<file path="src/rtl/game_ctrl.sv">
// game_ctrl: round controller for a timed game. It runs a pre-round
// countdown, a BCD round clock, a health counter with win/lose/pause
// handling, and a registered 4-digit display code word.
module game_ctrl #(
  parameter int START_MIN = 4,
  parameter int START_SEC = 44,
  parameter int WAIT_SEC  = 3,
  parameter int HP_W      = 3,
  parameter int HP_MAX    = 7
) (
  input  logic            clk,
  input  logic            rst,
  input  logic            sec_tick,
  input  logic            enter,
  input  logic            pause,
  input  logic            hit,
  input  logic            heal,
  input  logic            goal,
  output logic [2:0]      state,
  output logic [3:0]      time_min,
  output logic [3:0]      time_s10,
  output logic [3:0]      time_s1,
  output logic [3:0]      wait_left,
  output logic [HP_W-1:0] hp,
  output logic            timeout,
  output logic [15:0]     seg_num
);

  typedef enum logic [2:0] {
    S_INIT  = 3'd0,
    S_WAIT  = 3'd1,
    S_GAME  = 3'd2,
    S_WIN   = 3'd3,
    S_LOSE  = 3'd4,
    S_PAUSE = 3'd5
  } state_t;

  localparam logic [3:0]      MIN0  = 4'(START_MIN);
  localparam logic [3:0]      S10_0 = 4'(START_SEC / 10);
  localparam logic [3:0]      S1_0  = 4'(START_SEC % 10);
  localparam logic [3:0]      WAIT0 = 4'(WAIT_SEC);
  localparam logic [HP_W-1:0] HP0   = HP_W'(HP_MAX);
  localparam logic [HP_W-1:0] HP1   = HP_W'(1);
  localparam logic [3:0]      DASH  = 4'hA;
  localparam logic [3:0]      BLANK = 4'hF;

  state_t state_reg;
  logic   blink_reg;

  // Decremented round clock, used whenever a second elapses in GAME.
  logic [3:0] dec_min, dec_s10, dec_s1;
  logic       expire;

  // Health step for the current cycle; hit and heal together cancel.
  logic            hp_dn, hp_up, lethal;
  logic [HP_W-1:0] hp_step;

  logic [15:0] time_disp;

  assign state     = state_reg;
  assign time_disp = {4'h0, time_min, time_s10, time_s1};

  // BCD borrow chain for one-second decrement plus expiry detect at 0:01.
  always_comb begin
    dec_min = time_min;
    dec_s10 = time_s10;
    dec_s1  = time_s1;
    if (time_s1 != 4'd0) begin
      dec_s1 = time_s1 - 4'd1;
    end else if (time_s10 != 4'd0) begin
      dec_s10 = time_s10 - 4'd1;
      dec_s1  = 4'd9;
    end else begin
      dec_min = time_min - 4'd1;
      dec_s10 = 4'd5;
      dec_s1  = 4'd9;
    end
    expire = sec_tick && (time_min == 4'd0) && (time_s10 == 4'd0) &&
             (time_s1 == 4'd1);
  end

  // Saturating health arithmetic and lethal-hit detect.
  always_comb begin
    hp_dn   = hit && !heal && (hp != '0);
    hp_up   = heal && !hit && (hp != HP0);
    lethal  = hit && !heal && (hp == HP1);
    hp_step = hp;
    if (hp_dn) begin
      hp_step = hp - HP1;
    end else if (hp_up) begin
      hp_step = hp + HP1;
    end
  end

  // Main round FSM with its counters; every output here is registered.
  always_ff @(posedge clk or posedge rst) begin
    if (rst) begin
      state_reg <= S_INIT;
      time_min  <= MIN0;
      time_s10  <= S10_0;
      time_s1   <= S1_0;
      wait_left <= WAIT0;
      hp        <= HP0;
      timeout   <= 1'b0;
      blink_reg <= 1'b0;
    end else begin
      case (state_reg)
        S_INIT, S_WIN, S_LOSE: begin
          // A (re)start reloads everything as it enters WAIT.
          if (enter) begin
            state_reg <= S_WAIT;
            time_min  <= MIN0;
            time_s10  <= S10_0;
            time_s1   <= S1_0;
            wait_left <= WAIT0;
            hp        <= HP0;
            timeout   <= 1'b0;
          end
        end
        S_WAIT: begin
          if (sec_tick) begin
            wait_left <= wait_left - 4'd1;
            if (wait_left == 4'd1) begin
              state_reg <= S_GAME;
            end
          end
        end
        S_GAME: begin
          if (goal) begin
            // Winning beats any simultaneous loss; the clock still runs
            // for this second but health is left as it was.
            state_reg <= S_WIN;
            timeout   <= 1'b0;
            if (sec_tick) begin
              time_min <= dec_min;
              time_s10 <= dec_s10;
              time_s1  <= dec_s1;
            end
          end else begin
            if (sec_tick) begin
              time_min <= dec_min;
              time_s10 <= dec_s10;
              time_s1  <= dec_s1;
            end
            hp <= hp_step;
            if (expire) begin
              // Expiry is reported as a timeout even if a lethal hit coincides.
              state_reg <= S_LOSE;
              timeout   <= 1'b1;
            end else if (lethal) begin
              state_reg <= S_LOSE;
              timeout   <= 1'b0;
            end else if (pause) begin
              state_reg <= S_PAUSE;
              blink_reg <= 1'b0;
            end
          end
        end
        S_PAUSE: begin
          if (pause) begin
            state_reg <= S_GAME;
          end else if (sec_tick) begin
            blink_reg <= !blink_reg;
          end
        end
        default: begin
          state_reg <= S_INIT;
        end
      endcase
    end
  end

  // Display word built from this cycle's registers, so it lags by one clock.
  always_ff @(posedge clk or posedge rst) begin
    if (rst) begin
      seg_num <= {DASH, DASH, DASH, DASH};
    end else begin
      case (state_reg)
        S_WAIT:         seg_num <= {DASH, DASH, DASH, wait_left};
        S_GAME, S_WIN:  seg_num <= time_disp;
        S_PAUSE:        seg_num <= blink_reg ? {BLANK, BLANK, BLANK, BLANK}
                                             : time_disp;
        default:        seg_num <= {DASH, DASH, DASH, DASH};
      endcase
    end
  end

endmodule

</file>
<file path="config.mk">
export PLATFORM = sky130hd
export DESIGN_NAME = game_ctrl
export DESIGN_NICKNAME = d
export VERILOG_FILES = /design/src/rtl/game_ctrl.sv
export SDC_FILE = /design/constraint.sdc
export NUM_CORES = 1
export LEC_CHECK = 0
export BUFFER_PORTS_ARGS = -buffer_cell sky130_fd_sc_hd__buf_2
export CAP_MARGIN = 0
export CORE_UTILIZATION = 61
export CTS_BUF_LIST = sky130_fd_sc_hd__clkbuf_4 sky130_fd_sc_hd__clkbuf_8
export CTS_CLUSTER_SIZE = 10
export DETAILED_ROUTE_END_ITERATION = 8
export HOLD_SLACK_MARGIN = 0.1
export PLACE_DENSITY = 0.88
export SLEW_MARGIN = 30
export SYNTH_ARGS = -nofsm -noshare
export SYNTH_HDL_FRONTEND = slang
export SYNTH_SLANG_ARGS = --single-unit
</file>
<file path="constraint.sdc">
create_clock -name clk -period 3.6 [get_ports clk]
set_clock_uncertainty 0.15 [all_clocks]
set_input_delay 0.54 -clock clk [delete_from_list [all_inputs] [get_ports clk]]
set_output_delay 0.54 -clock clk [all_outputs]
set_load 0.1 [all_outputs]
</file>
==> results.sh, run 1 <==
export IMPL_yosys_warnings=0
export IMPL_grt_max_degree=39
export IMPL_drt_initial_drc_count=96
export IMPL_cap_violations=0
export IMPL_die_area_mm2=0.003816
export IMPL_drc=0
export IMPL_dp_slack_ns=1.517
export IMPL_portBuffers=46
export IMPL_clk_pin_slew_ns=0.11
export IMPL_tritoncts="done"
export IMPL_diodes=0
export IMPL_cts_setup_buffers=0
export IMPL_final_common_cell="buf_2"
export IMPL_grt_antenna_before_repair=0
export IMPL_final_cell_mix="46 x buf_2, 27 x nor2_1, 23 x dfrtp_1"
export IMPL_synth_edf_count=0
export IMPL_clkLatencyLatePin_ns=0.34
export IMPL_io_pins=47
export IMPL_ys_types=57
export IMPL_layout_setup_ws_ns=1.292
export IMPL_slew_limit_headroom_pct=60.62
export IMPL_grtUsageTotal_pct=26.07
export IMPL_syn2layout_area_growth_pct=13.32
export IMPL_required_ns=2.91
export IMPL_finalCritPeriodShare_pct=64.10
export IMPL_dieWidth_um=61.78
export IMPL_largest_reg_flops=14
export IMPL_cts_root_buffer="clkbuf_4"
export IMPL_synthCells=228
export IMPL_rsz0062_at_grt="false"
export IMPL_path_buf_inv=1
export IMPL_gp_congestion=0.8543
export IMPL_largest_register="seg_num"
export IMPL_syn_avg_cell_area_um2=9.560
export IMPL_drt_pass1_iter_count=4
export IMPL_critPathArrivalTime_ns=1.62
export IMPL_worst_pin_slew_ns=0.5907
export IMPL_cts_buffers=5
export IMPL_finalCriticalPeriod_ns=2.308
export IMPL_hold_class="in2async"
export IMPL_cp_cell_sequence="buf_2"
export IMPL_critical_path_top_delay_family="flip-flops"
export IMPL_slowest_delay_ns=0.73
export IMPL_grt_ovfl_total=0
export IMPL_report_final_setup_viol=0
export IMPL_die_h_um=61.78
export IMPL_drv_slew=0
export IMPL_rows=21
export IMPL_drtAntennaViolNets=0
export IMPL_cts_sinks=38
export IMPL_core_mm2=0.003390
export IMPL_critPathLaunchType="flop"
export IMPL_crit_fanout=19
export IMPL_postCtsHoldBufs=0
export IMPL_clockBufferDepth=2
export IMPL_start_util_pct=64.30
export IMPL_routed_wl_mm=4.459
export IMPL_status="complete, no violations"
export IMPL_async_reset_ff_share_pct=100.0
export IMPL_utilization_pct=72.87
export IMPL_nets=294
export IMPL_dp_hpwl_mm=3.292
export IMPL_setup_tns_ns=0
export IMPL_wire_per_inst_um=13.93
export IMPL_num_vias=1813
export IMPL_netlist_area_mm2=0.002180
export IMPL_place_area_mm2=0.002422
export IMPL_ys_flop_type="dfrtp_1"
export IMPL_grt_pass1_vias=1579
export IMPL_critPathSlowestCell="dfrtp_1"
export IMPL_grt_pass1_wl_mm=7.169
export IMPL_final_area_mm2=0.002470
export IMPL_endpoint_kind="output pin"
export IMPL_syn_num_nets=248
export IMPL_cts_htree_levels=2
export IMPL_hold_viol=0
export IMPL_layout_drive_gt1_share_pct=31.75
export IMPL_cts_repair_resized=0
export IMPL_ys_ff_latch=38
export IMPL_viasPerCell=5.666
export IMPL_yosysSeqAreaShare_pct=44.49
export IMPL_worstSetupPathType="reg2out"
export IMPL_max_freq_mhz=433.3
## synth_stat cells, types with 4 or more instances
master / n / area share, %
nor2_1: 27 / 4.6
dfrtp_1: 23 / 26
nand2_1: 20 / 3.4
inv_1: 16 / 2.8
dfstp_2: 15 / 18
o21ai_0: 14 / 3.2
ha_1: 12 / 6.9
a21oi_1: 11 / 2.5
mux2i_1: 7 / 3.2
nand3_1: 7 / 1.6
nand2b_1: 6 / 1.7
xor2_1: 5 / 2.0
nor3_1: 4 / 0.92
o21ai_1: 4 / 0.92
or3b_2: 4 / 1.6
## logic make-up (layout without fill, tap and decap cells)
group,Yosys count,in the layout,share of synthesized area (%)
flops,38,38,44.49
buf+inv,24,70,5.166
simple gates,91,91,22.96
fa+ha+maj,12,12,6.888
mux,8,8,3.731
xor+xnor,6,6,2.411
compound gates,49,49,14.35
## cell type report
type,instances,area [µm²]
repair buffers,47,237.7
inverters,16,60.06
fillers,242,919.6
clock buffers,5,37.54
well taps,46,57.56
flip-flops and latches,38,969.7
multi-input cells,166,1097
clock inverters,2,10.01
## worst paths after layout
| path | start | to | slack, ns | cells past startpoint |
|---|---|---|---|---|
| worst min register to register | hp[2] | hp[2] | 0.39 | 2 |
| worst max-delay path | state[2] | state[2] | 1.29 | 1 |
| worst min-delay path | rst | state[1] | 0.13 | 3 |
| min in group clk | sec_tick | wait_left[0] | 0.30 | 2 |
| max in group asynchronous | rst | time_s1[2] | 2.82 | 3 |
| worst max register to register | time_s1[1] | time_min[0] | 1.46 | 7 |
## worst register-to-register path, delay by kind of cell (launching register included)
kind / cells / cell delay [ns]
AOI/OAI and AO/OA: 2 / 0.33
adders and majority gates: 1 / 0.21
buffers and inverters: 1 / 0.11
DFF: 1 / 0.48
and+or+nand+nor: 3 / 0.80
## routing by layer
metal	global-route usage [%]	routed length (µm)	vias up
met5	0	0	-
met4	12.06	68	0
met3	6.004	314	9
met2	39.17	2085	73
met1	35.78	1991	850
li1	-	-	881
## per-stage QoR
step	cells	hold WS [ns]
6_report	320	0.1329
5_1_grt	320	0.1847
4_1_cts	320	0.1322
3_5_place_dp	313	0.3578
3_3_place_gp	313	0.3627
2_1_floorplan	228	0.4857
Power of run 1 is left out: the tool's default activity adds up to more than one toggle a clock period on the data nets, which glitch-free logic cannot reach.
==> inputs of run 2 (changes only) <==
Settings changed: ABC_AREA set to 1, CORE_UTILIZATION 61 to 56, PLACE_DENSITY 0.88 to 0.82.
Clock period 3.6 ns to 2.15 ns, I/O delays scaled along.
==> run 2 against run 1 <==
  * Clock-buffer cell count grew 1
  * Synthesized area grew 1.8%
  * Design area grew 5.6%
  * Die area grew 11%
  * Worst hold slack gained 0.067 ns
  * Cell count grew 14%
  * Critical path type is now reg2reg
  * Largest cell class unchanged
  * Highest routed layer unchanged
==> results.sh, run 2 <==
export IMPL_status="complete, no violations"
export IMPL_layout_drive_gt1_share_pct=33.75
export IMPL_largest_reg_flops=14
export IMPL_io_pins=47
export IMPL_crit_top_cell="nand2_1"
export IMPL_ys_flop_type="dfrtp_1"
export IMPL_hold_ws_ns=0.1997
export IMPL_cts_repair_resized=0
export IMPL_synth_area_top_cells="dfrtp_1 26%, dfstp_2 18%, nand2_1 11%, ha_1 6.8%, inv_1 5.7%"
export IMPL_tritoncts="done"
export IMPL_start_util_pct=59.29
export IMPL_final_area_mm2=0.002608
export IMPL_drt_initial_drc_count=116
export IMPL_dp_slack_ns=0.2330
export IMPL_hold_viol=0
export IMPL_diodes=0
export IMPL_yosysMostFrequentCell="nand2_1"
export IMPL_die_area_mm2=0.004219
export IMPL_fillCellCount=309
export IMPL_required_ns=2.17
export IMPL_critPathLaunchType="flop"
export IMPL_yosysSeqAreaShare_pct=43.69
export IMPL_synthCells=264
export IMPL_grtUsageTotal_pct=23.46
export IMPL_clockBufferDepth=2
export IMPL_finalCriticalPeriod_ns=1.911
export IMPL_drc=0
export IMPL_ys_types=33
export IMPL_stdcell_count=365
export IMPL_met1_usage_pct=30.35
export IMPL_final_common_cell="nand2_1"
export IMPL_cp_cell_sequence="inv_1, ha_1, nand2_1, nor2_1, nand3_1, nand3_1, nand2_1, nand2_1, o21ai_0"
export IMPL_dieWidth_um=64.96
export IMPL_routed_wl_mm=4.380
export IMPL_dp_hpwl_mm=3.252
export IMPL_ys_ff_latch=38
export IMPL_critPathSlowestCell="dfrtp_2"
export IMPL_finalCritPeriodShare_pct=88.89
export IMPL_post_synth_top_area_cell="dfrtp_1"
export IMPL_core_mm2=0.003744
export IMPL_largest_register="seg_num"
export IMPL_grt_antenna_before_repair=0
export IMPL_clk_pin_slew_ns=0.08
export IMPL_hold_class="in2reg"
export IMPL_grt_max_degree=39
export IMPL_final_cell_mix="63 x nand2_1, 46 x buf_2, 34 x inv_1"
export IMPL_yosys_warnings=0
export IMPL_synth_top_area_share_pct=25.93
export IMPL_grt_pass1_vias=1721
export IMPL_worst_pin_slew_ns=0.5047
export IMPL_worstSetupPathType="reg2reg"
export IMPL_syn_num_nets=284
export IMPL_endpoint_kind="flop"
export IMPL_slowest_delay_ns=0.41
export IMPL_place_area_mm2=0.002502
export IMPL_cts_htree_levels=2
export IMPL_drv_slew=0
export IMPL_async_reset_ff_share_pct=100.0
export IMPL_report_final_setup_viol=0
export IMPL_clkLatencyLatePin_ns=0.30
export IMPL_layout_setup_ws_ns=0.2390
export IMPL_yosys_top_cells_count="63 x nand2_1, 34 x inv_1, 28 x nor2_1, 23 x dfrtp_1, 15 x dfstp_2"
export IMPL_rsz0062_at_grt="false"
export IMPL_max_freq_mhz=523.3
export IMPL_place_inst=356
export IMPL_num_vias=1850
export IMPL_wire_per_inst_um=12.00
export IMPL_cts_setup_buffers=0
export IMPL_critPathArrivalTime_ns=1.93
export IMPL_path_buf_inv=1
export IMPL_die_h_um=64.96
export IMPL_crit_fanout=5
export IMPL_rows=22
export IMPL_grt_busiest_layer="met2"
export IMPL_grt_ovfl_total=0
export IMPL_synth_edf_count=0
export IMPL_syn2layout_area_growth_pct=17.47
export IMPL_cts_buffers=5
export IMPL_drt_pass1_iter_count=4
export IMPL_syn_avg_cell_area_um2=8.408
export IMPL_netlist_area_mm2=0.002220
export IMPL_slew_limit_headroom_pct=66.27
export IMPL_regArea_um2=978.4
export IMPL_cts_root_buffer="clkbuf_8"
export IMPL_gp_congestion=0.8871
export IMPL_cap_violations=0
export IMPL_critical_path_top_delay_family="simple AND/OR/NAND/NOR gates"
export IMPL_drtAntennaViolNets=0
export IMPL_nets=336
export IMPL_grt_pass1_wl_mm=7.541
export IMPL_multi_input_area_mm2=0.001076
export IMPL_viasPerCell=5.068
export IMPL_gr_usage_met2_pct=38.41
export IMPL_cts_sinks=38
export IMPL_portBuffers=46
export IMPL_grt_met3_usage_pct=4.577
export IMPL_postCtsHoldBufs=1
run 2: per-stage QoR:
step	TNS [ns]	util, %
after floorplan	-0.0004960	-
after global placement	0	66.84
after detailed placement	0	66.84
after CTS	0	69.65
after global routing	0	69.65
final	0	69.65
run 2: logic make-up (layout without fill, tap and decap cells):
kind of cell | count (synthesis) | after routing | share of synthesized area [%]
AOI/OAI and AO/OA | 38 | 38 | 10.49
xor gates and xnor gates | 6 | 6 | 2.368
adders and majority gates | 12 | 12 | 6.764
buffers and inverters | 42 | 95 | 7.835
DFF | 38 | 38 | 43.69
and+or+nand+nor | 128 | 128 | 28.86
run 2: tightest hold or removal path: cells and delay by family:
kind          cells  cell delay, ns
simple gates      3            0.18
buf+inv           1            0.10
run 2: path summary, 6_finish.rpt:
path                            slack, ns           end   startpoint  cells after the start
worst max-delay path                 0.24       timeout  time_s10[0]                      9
worst min-delay path                 0.20      state[2]         goal                      4
worst max register to register       0.24       timeout  time_s10[0]                      9
worst min register to register       0.32   time_s10[2]  time_s10[2]                      2
max in group asynchronous            0.96   time_s10[0]          rst                      4
min in group asynchronous            0.53  wait_left[3]          rst                      4
run 2: layout make-up:
| class | count | share of cell area (%) |
|---|---|---|
| multi-input cells | 184 | 41.27 |
| clock inverters | 2 | 0.4798 |
| repair buffers | 49 | 9.789 |
| well taps | 48 | 2.303 |
| inverters | 38 | 5.470 |
| flip-flops and latches | 38 | 37.52 |
| clock buffers | 6 | 3.167 |
run 2: layer usage:
metal / wire length (µm) / up-vias
met1: 2027 / 846
met4: 59 / 0
met5: 0 / -
li1: - / 939
met3: 236 / 7
met2: 2057 / 58
Power of run 2 is left out for the same reason.
==> inputs of run 3 (changes only) <==
Settings changed: CORE_UTILIZATION 56 to 54, CTS_BUF_LIST sky130_fd_sc_hd__clkbuf_4 sky130_fd_sc_hd__clkbuf_8 to not set, PLACE_DENSITY 0.82 to 0.79.
==> run 3 against run 2 <==
  * Flip-flop and latch count did not move
  * Via count fell by 0.65%
  * Non-clock buffer count did not move
  * Worst hold slack got worse by 0.016 ns
  * Clock-buffer cell count fell by 1
  * Maximum frequency fell by 0.88%
  * Critical path depth did not move
  * Sequential share of layout area fell by 0.60 points
  * Largest cell class unchanged
==> results.sh, run 3 (synthesis gave the netlist of run 2 again) <==
export IMPL_wire_per_inst_um=11.92
export IMPL_report_final_setup_viol=0
export IMPL_hold_viol=0
export IMPL_die_area_mm2=0.004371
export IMPL_grt_ovfl_total=0
export IMPL_cp_cell_sequence="inv_1, ha_1, nand2_1, nor2_1, nand3_1, nand3_1, nand2_1, nand2_1, o21ai_0"
export IMPL_ff2ff_path_depth=9
export IMPL_gp_congestion=0.7917
export IMPL_final_cell_mix="63 x nand2_1, 46 x buf_2, 34 x inv_1"
export IMPL_slowest_delay_ns=0.41
export IMPL_largest_reg_flops=14
export IMPL_cts_root_buffer="clkbuf_8"
export IMPL_grt_pass1_wl_mm=7.493
export IMPL_final_common_cell="nand2_1"
export IMPL_dieWidth_um=66.11
export IMPL_rsz0062_at_grt="false"
export IMPL_status="complete, no violations"
export IMPL_worstReg2RegStart="time_s10[0]"
export IMPL_drt_pass1_iter_count=4
export IMPL_finalCritPeriodShare_pct=89.68
export IMPL_drtAntennaViolNets=0
export IMPL_rows=22
export IMPL_critPathLaunchType="flop"
export IMPL_cts_buffers=5
export IMPL_syn2layout_area_growth_pct=19.39
export IMPL_grt_antenna_before_repair=0
export IMPL_routed_wl_mm=4.351
export IMPL_multi_input_area_mm2=0.001076
export IMPL_cts_htree_levels=2
export IMPL_holdPathStages=4
export IMPL_clk_pin_slew_ns=0.08
export IMPL_hold_class="in2reg"
export IMPL_regArea_um2=978.4
export IMPL_slew_limit_headroom_pct=67.44
export IMPL_grt_pass1_vias=1705
export IMPL_grtUsageTotal_pct=22.76
export IMPL_cap_violations=0
export IMPL_grt_max_degree=39
export IMPL_viasPerCell=5.036
export IMPL_num_vias=1838
export IMPL_drv_slew=0
export IMPL_finalCriticalPeriod_ns=1.928
export IMPL_r2r_setup_slack_ns=0.22
export IMPL_portBuffers=46
export IMPL_start_util_pct=58.43
export IMPL_hp_start="goal"
export IMPL_timing_rr_end="timeout"
export IMPL_worstSetupPathType="reg2reg"
export IMPL_layout_setup_ws_ns=0.2219
export IMPL_cts_setup_buffers=0
export IMPL_dp_hpwl_mm=3.215
export IMPL_core_mm2=0.003799
export IMPL_required_ns=2.17
export IMPL_nets=336
export IMPL_cts_repair_resized=0
export IMPL_min_to="timeout"
export IMPL_max_freq_mhz=518.7
export IMPL_cts_sinks=38
export IMPL_drt_initial_drc_count=93
export IMPL_worst_pin_slew_ns=0.4872
export IMPL_clockBufferDepth=2
export IMPL_critPathSlowestCell="dfrtp_2"
export IMPL_largest_register="seg_num"
export IMPL_fillCellCount=317
export IMPL_drc=0
export IMPL_die_h_um=66.11
export IMPL_diodes=0
export IMPL_crit_top_cell="nand2_1"
export IMPL_dp_slack_ns=0.2659
export IMPL_io_pins=47
export IMPL_layout_drive_gt1_share_pct=33.75
export IMPL_tritoncts="done"
export IMPL_clkLatencyLatePin_ns=0.29
export IMPL_critPathArrivalTime_ns=1.94
export IMPL_endpoint_kind="flop"
export IMPL_crit_fanout=5
## run 3: changes by cell type in the layout (fill, tap and decap cells not counted), sizes merged
cell / previous run / this run
clkbuf: 6 / 5
bufinv: 0 / 2
clkinvlp: 1 / 0
## run 3: metrics by stage
step             TNS (ns)  area, µm²  hold WS, ns  util, %  cells
3_3_place_gp            0       2502       0.3088    65.88    356
4_1_cts                 0       2650       0.1801    69.76    365
3_5_place_dp            0       2502       0.3086    65.88    356
2_1_floorplan  -0.0004960       2228       0.3127        -    264
5_1_grt                 0       2650       0.1946    69.76    365
6_report                0       2650       0.1840    69.76    365
## run 3: worst max-delay path: cells and delay by family, from the launching register on
| family | cells | cell delay, ns |
|---|---|---|
| simple gates | 6 | 0.85 |
| buf+inv | 1 | 0.13 |
| compound gates | 1 | 0.07 |
| fa+ha+maj | 1 | 0.19 |
| flops | 1 | 0.41 |
## run 3: timing repair
item                       in CTS  in global routing
setup endpoints to repair       0                  0
hold endpoints to repair       23                  0
hold buffers                    1                  0
## run 3: final cells by class
cell class              instances  share of cell area [%]
multi-input cells             184                   40.60
flip-flops and latches         38                   36.92
repair buffers                 49                   9.632
inverters                      38                   5.382
clock buffers                   5                   2.597
clock inverters                 3                   2.597
well taps                      48                   2.266
## run 3: worst max-delay path by stage
| stage | start | cells after the start | endpoint |
|---|---|---|---|
| 2_1_floorplan | state[0] | 8 | state[0] |
| 3_3_place_gp | time_s10[0] | 9 | state[2] |
| 3_5_place_dp | time_s10[0] | 9 | timeout |
| 4_1_cts | time_s10[0] | 9 | timeout |
| 5_1_grt | time_s10[0] | 9 | timeout |
| 6_report | time_s10[0] | 9 | timeout |
## run 3: metal layers
metal / part of all wire, % / global-route usage [%] / vias up
li1: - / - / 941
met1: 46 / 29.63 / 839
met2: 47 / 36.61 / 54
met3: 5.8 / 5.345 / 4
met4: 0.83 / 8.511 / 0
met5: 0 / 0 / -
Power of run 3 is left out for the same reason.
